--- config.mk ---
export PLATFORM = sky130hd
export DESIGN_NAME = pri_encoder_scan
export DESIGN_NICKNAME = d
export VERILOG_FILES = /design/src/rtl/pri_enc_pkg.sv /design/src/rtl/pri_find_msb.sv /design/src/rtl/pri_encoder_scan.sv
export SDC_FILE = /design/constraint.sdc
export NUM_CORES = 1
export LEC_CHECK = 0
export ABC_CLOCK_PERIOD_IN_PS = 4000
export CAP_MARGIN = 20
export CORE_ASPECT_RATIO = 1.25
export CORE_UTILIZATION = 55
export CTS_BUF_LIST = sky130_fd_sc_hd__clkbuf_8 sky130_fd_sc_hd__clkbuf_16
export DETAILED_ROUTE_END_ITERATION = 6
export PLACE_DENSITY_LB_ADDON = 0.12
export SYNTH_ARGS = -nofsm -noshare
export SYNTH_HDL_FRONTEND = slang
export SYNTH_SLANG_ARGS = --single-unit
--- constraint.sdc ---
create_clock -name clk -period 4 [get_ports clk]
set_clock_uncertainty 0.15 [all_clocks]
set_input_delay 0.6 -clock clk [delete_from_list [all_inputs] [get_ports clk]]
set_output_delay 0.6 -clock clk [all_outputs]
set_load 0.1 [all_outputs]
--- src/rtl/pri_enc_pkg.sv ---
// Shared definitions for the scanning priority encoder.
//   - FSM state type and state constants (IDLE, SCAN, DONE)
//   - clog2(): encoded index width for an N-input encoder (minimum 1)
package pri_enc_pkg;

  typedef logic [1:0] state_t;

  localparam state_t ST_IDLE = 2'd0;
  localparam state_t ST_SCAN = 2'd1;
  localparam state_t ST_DONE = 2'd2;

  // Smallest w with 2**w >= value, never less than 1 so a 2-input
  // encoder still has a 1-bit index.
  function automatic int clog2(input int value);
    int w;
    w = 1;
    for (int i = 1; i < 31; i++) begin
      if ((1 << i) < value) w = i + 1;
    end
    return w;
  endfunction

endpackage

--- src/rtl/pri_find_msb.sv ---
// Combinational most-significant-set-bit finder.
//   vec  in  N  active-high request vector
//   idx  out W  index of the highest set bit (0 when none set)
//   any  out 1  1 when at least one bit of vec is set
module pri_find_msb
  import pri_enc_pkg::*;
#(
  parameter int N = 8,
  localparam int W = clog2(N)
) (
  input  logic [N-1:0] vec,
  output logic [W-1:0] idx,
  output logic         any
);

  // NOTE: every combinational output gets a default before the loop;
  // otherwise paths that assign nothing would infer latches.
  always_comb begin
    idx = '0;
    any = 1'b0;
    // Ascending scan: the last hit, i.e. the highest index, wins.
    for (int i = 0; i < N; i++) begin
      if (vec[i]) begin
        idx = W'(i);
        any = 1'b1;
      end
    end
  end

endmodule

--- src/rtl/pri_encoder_scan.sv ---
// N-input active-low priority encoder with registered outputs and a
// scan mode that snapshots all active requests and hands them out one
// per valid/ready handshake, highest index first.
//   clk    in  1  rising-edge clock
//   rst_n  in  1  asynchronous active-low reset
//   EI_n   in  1  enable, active-low (high in SCAN/DONE aborts the sweep)
//   I_n    in  N  requests, active-low, bit N-1 highest priority
//   scan   in  1  start a sweep (sampled in IDLE only)
//   ready  in  1  consumer accepts the current index (SCAN only)
//   A_n    out W  inverted encoded index
//   GS_n   out 1  0 = A_n holds a valid index
//   EO_n   out 1  0 = enabled with no request, or sweep-complete pulse
//   valid  out 1  inverse of GS_n
//   busy   out 1  1 while in SCAN or DONE
module pri_encoder_scan
  import pri_enc_pkg::*;
#(
  parameter int N = 8,
  localparam int W = clog2(N)
) (
  input  logic         clk,
  input  logic         rst_n,
  input  logic         EI_n,
  input  logic [N-1:0] I_n,
  input  logic         scan,
  input  logic         ready,
  output logic [W-1:0] A_n,
  output logic         GS_n,
  output logic         EO_n,
  output logic         valid,
  output logic         busy
);

  state_t         state_q, state_d;
  logic [N-1:0]   pend_q, pend_d;
  logic [W-1:0]   a_n_q, a_n_d;
  logic           gs_n_q, gs_n_d;
  logic           eo_n_q, eo_n_d;
  logic           busy_q, busy_d;

  logic [W-1:0]   cur_idx;
  logic [N-1:0]   pend_rest;
  logic [N-1:0]   find_vec;
  logic [W-1:0]   find_idx;
  logic           find_any;

  logic [W-1:0]   enc_a_n;
  logic           enc_gs_n;
  logic           enc_eo_n;

  // In SCAN the index on A_n is msb(pend); pend_rest is the snapshot with
  // that item removed, so the finder already looks one item ahead and the
  // registered outputs can advance every cycle while ready stays high.
  assign cur_idx = ~a_n_q;

  always_comb begin
    pend_rest = '0;
    for (int i = 0; i < N; i++) begin
      pend_rest[i] = pend_q[i] & (W'(i) != cur_idx);
    end
  end

  // Outside SCAN the finder encodes the live inputs (IDLE, and the
  // DONE -> IDLE transition that reloads the direct encode).
  assign find_vec = (state_q == ST_SCAN) ? pend_rest : ~I_n;

  pri_find_msb #(.N(N)) u_find (
    .vec (find_vec),
    .idx (find_idx),
    .any (find_any)
  );

  // Direct encode of the live inputs; only meaningful outside SCAN.
  always_comb begin
    enc_a_n  = '1;
    enc_gs_n = 1'b1;
    enc_eo_n = 1'b1;
    if (!EI_n) begin
      if (find_any) begin
        enc_a_n  = ~find_idx;
        enc_gs_n = 1'b0;
      end else begin
        enc_eo_n = 1'b0;
      end
    end
  end

  always_comb begin
    state_d = state_q;
    pend_d  = pend_q;
    a_n_d   = a_n_q;
    gs_n_d  = gs_n_q;
    eo_n_d  = eo_n_q;
    busy_d  = busy_q;

    case (state_q)
      ST_IDLE: begin
        a_n_d  = enc_a_n;
        gs_n_d = enc_gs_n;
        eo_n_d = enc_eo_n;
        busy_d = 1'b0;
        // The encode loaded this cycle is already the first scan item.
        if (scan && !EI_n && find_any) begin
          pend_d  = ~I_n;
          state_d = ST_SCAN;
          busy_d  = 1'b1;
        end
      end

      ST_SCAN: begin
        // Abort takes priority over a handshake on the same edge.
        if (EI_n) begin
          pend_d  = '0;
          state_d = ST_IDLE;
          a_n_d   = '1;
          gs_n_d  = 1'b1;
          eo_n_d  = 1'b1;
          busy_d  = 1'b0;
        end else if (!gs_n_q && ready) begin
          pend_d = pend_rest;
          if (find_any) begin
            a_n_d = ~find_idx;
          end else begin
            state_d = ST_DONE;
            a_n_d   = '1;
            gs_n_d  = 1'b1;
            eo_n_d  = 1'b0;
          end
        end
      end

      ST_DONE: begin
        pend_d  = '0;
        state_d = ST_IDLE;
        busy_d  = 1'b0;
        if (EI_n) begin
          a_n_d  = '1;
          gs_n_d = 1'b1;
          eo_n_d = 1'b1;
        end else begin
          a_n_d  = enc_a_n;
          gs_n_d = enc_gs_n;
          eo_n_d = enc_eo_n;
        end
      end

      default: begin
        pend_d  = '0;
        state_d = ST_IDLE;
        a_n_d   = '1;
        gs_n_d  = 1'b1;
        eo_n_d  = 1'b1;
        busy_d  = 1'b0;
      end
    endcase
  end

  // NOTE: state registers use non-blocking assignments so every flop
  // samples the pre-edge values regardless of statement order.
  always_ff @(posedge clk or negedge rst_n) begin
    if (!rst_n) begin
      state_q <= ST_IDLE;
      pend_q  <= '0;
      a_n_q   <= '1;
      gs_n_q  <= 1'b1;
      eo_n_q  <= 1'b1;
      busy_q  <= 1'b0;
    end else begin
      state_q <= state_d;
      pend_q  <= pend_d;
      a_n_q   <= a_n_d;
      gs_n_q  <= gs_n_d;
      eo_n_q  <= eo_n_d;
      busy_q  <= busy_d;
    end
  end

  assign A_n   = a_n_q;
  assign GS_n  = gs_n_q;
  assign EO_n  = eo_n_q;
  assign valid = ~gs_n_q;
  assign busy  = busy_q;

endmodule

==> results_dict.tcl <==
set metrics [dict create \
    outcome "completed" \
    ys_ff_latch 16 \
    cts_resized 0 \
    power_w 0.000946 \
    hold_class "reg -> reg" \
    layout_commonest_cell "clkdlybuf4s50_1" \
    slew_headroom 0.354 \
    vias_per_cell 6.68 \
    nFillCells 130 \
    cts.clk_slew.worst_paths_ps 60 \
    syn-cell-area_mm2 0.00110 \
    rrSetupSlack_ps 1570 \
    dp_slack_ps 1260 \
    setup_viol 0 \
    start_util 0.603 \
    period_share 0.723 \
    drt_iter0_markers 52 \
    numPortBuffers 19 \
    worst_slack_ps 1110 \
    placement_rows 17 \
    p_int_w 0.000498 \
    ys_seq_area_frac 0.369 \
    clock_power_share 0.152 \
    setup-tns-final_ps 0 \
    worstPathRequired_ps 3250 \
    rr_startpoint "state_q[0]" \
    yosysUniqueCellTypes 33 \
    holdPathEnd "EO_n" \
    post-cts-setup-buffers 0 \
    ant_nets 0 \
    die_area_mm2 0.00219 \
    start_kind "register" \
    grt_max_degree 17 \
    power.leakage_nw 0.553 \
    cts.path.max_buffers 2 \
    drcViolationCount 0 \
    finalHoldViolations 0 \
    synthTopCellsByArea "dfrtp_1 25%, dfstp_2 12%, mux2_2 9.2%" \
    num_antenna_cells 0 \
    antenna_found_initial 0 \
    die_h_um 52.1 \
    p_switching_w 0.000448 \
    synthCells 126 \
    final_cell_mix "19 x clkdlybuf4s50_1, 13 x o21ai_0, 12 x nor2_1" \
    path_depth 1 \
    cpLargestDelayFamily "buffers and inverters" \
    multi_input_area_um2 644 \
    yosysTopAreaCellShare 0.250 \
    clock_sinks 16 \
    r2r-end "pend_q[2]" \
    crit_path_max_fanout 14 \
    overflow 0 \
    slowest_delay_ps 1190 \
    p_sw_frac 0.474 \
    max_clock_freq_mhz 346 \
    yosys_warnings 0 \
    grt_first_pass_wirelength_um 4820 \
    worstSetupEndpointType "output port" \
    area_growth_pct 21.8 \
    num-nets-final 157 \
    num_vias 1082 \
    gp_congestion 0.939 \
    coreArea_mm2 0.00183 \
    peakVddDrop_mv 0.410 \
    rsz0062_at_grt "no" \
    drive_above_1_share 0.147 \
    synth_area_per_cell_um2 8.75 \
    cp_slowest_cell "clkdlybuf4s50_1" \
    hp-start "EO_n" \
    drt-total-wl_um 2930 \
    cp_cell_sequence "clkdlybuf4s50_1" \
    fin_area_mm2 0.00134 \
    pwr-share-seq 0.345 \
    critPathBufInv 1 \
    pin_count 20 \
    cts_max_level 1 \
    post-route-util 0.734 \
    pwr-share-comb 0.503 \
    fp.dieW_um 42.0 \
    holdBufCountCts 0 \
    grt.total_usage 0.294 \
    wl_per_cell_um 18.1 \
    crit_type "reg -> out" \
    cts_tree "yes" \
    powerDensity_mw_per_mm2 705 \
    area.sequential_um2 407 \
    grt_pass1_vias 1040 \
    max_slew.worst_pin.slew_ps 967 \
    critPathArrivalTime_ps 2140 \
    drv_cap 0 \
    dr.pass1.iters 4 \
    reg2reg_depth 5 \
    cts_made_buffers 3 \
    hold_depth 2 \
    cts_root_buf "clkbuf_8" \
    place_area_mm2 0.00129 \
    clk_latency_ps 250 \
    dp.final_hpwl_um 2130 \
    synth_largest_area_cell "dfrtp_1" \
    slew_viol_final 0 \
    synth_nets 139 \
    min_period_ps 2890 \
]
[logic make-up after synthesis]
kind of cell,after synthesis,share of synthesized area
AO/OA/AOI/OAI,46,0.286
AND/OR/NAND/NOR,40,0.179
flip-flops,16,0.369
multiplexers,12,0.119
buffers and inverters,12,0.0465
[per-layer routing]
metal,global-route usage,vias to the layer above,part of all wire
met4,0.156,0,0.037
met3,0.0382,15,0.073
met5,0,-,0
met2,0.534,65,0.50
met1,0.335,504,0.39
li1,-,498,-
[stage by stage]
step | std cells | hold WS [ps]
after floorplan | 126 | 154
after CTS | 162 | 361
after global routing | 162 | 410
after global placement | 158 | 345
final | 162 | 362
after detailed placement | 158 | 351
[worst max-delay path by stage]
stage | startpoint | endpoint | slack [ps]
floorplan | A_n[1] | pend_q[0] | 1450
global placement | ready | pend_q[7] | 1320
detailed placement | ready | pend_q[7] | 1260
CTS | A_n[0] | A_n[0] | 1110
global route | A_n[0] | A_n[0] | 1060
finish | A_n[0] | A_n[0] | 1110
[state kept, by name, summed over array words and instances, names as in the netlist]
register / cells
pend_q: 8
GS_n: 1
EO_n: 1
state_q: 2
A_n: 3
busy: 1
[area by class of cell]
type / count / area share
clock buffer: 4 / 0.0410
inverter: 6 / 0.0168
multi-input combinational: 98 / 0.480
sequential: 16 / 0.303
tap: 19 / 0.0177
timing repair buffer: 19 / 0.142
[synthesized netlist by cell type]
cell      count
dfrtp_1      11
a31oi_1       2
o221ai_1      1
nor2b_1       4
or2_2         1
nor4b_1       1
nand3b_1      1
mux2i_1       3
o21bai_4      1
nor2_1       12
a21oi_1      10
nand2b_1      6
o21ai_0      13
a211o_1       2
inv_1         6
mux2_2        9
nor3b_1       1
nand4_1       1
dfstp_2       5
clkbuf_1      1
a41o_1        1
buf_4         1
a311oi_1      1
o21a_1        3
buf_2         2
a211oi_1      1
o32ai_1       1
buf_1         2
nand3_1       4
o22ai_1       7
nand2_1       9
o31ai_1       2
o221ai_4      1
[power by group through the flow]
stage | sequential (W) | clock (W) | combinational [W]
after detailed placement | 0.000326 | 0 | 0.000471
final | 0.000327 | 0.000143 | 0.000476
after global placement | 0.000322 | 0 | 0.000462
after global routing | 0.000338 | 0.000151 | 0.000512
after CTS | 0.000323 | 0.000147 | 0.000474
after floorplan | 0.000385 | 0 | 0.000297
(Power assumes the default switching activity.)
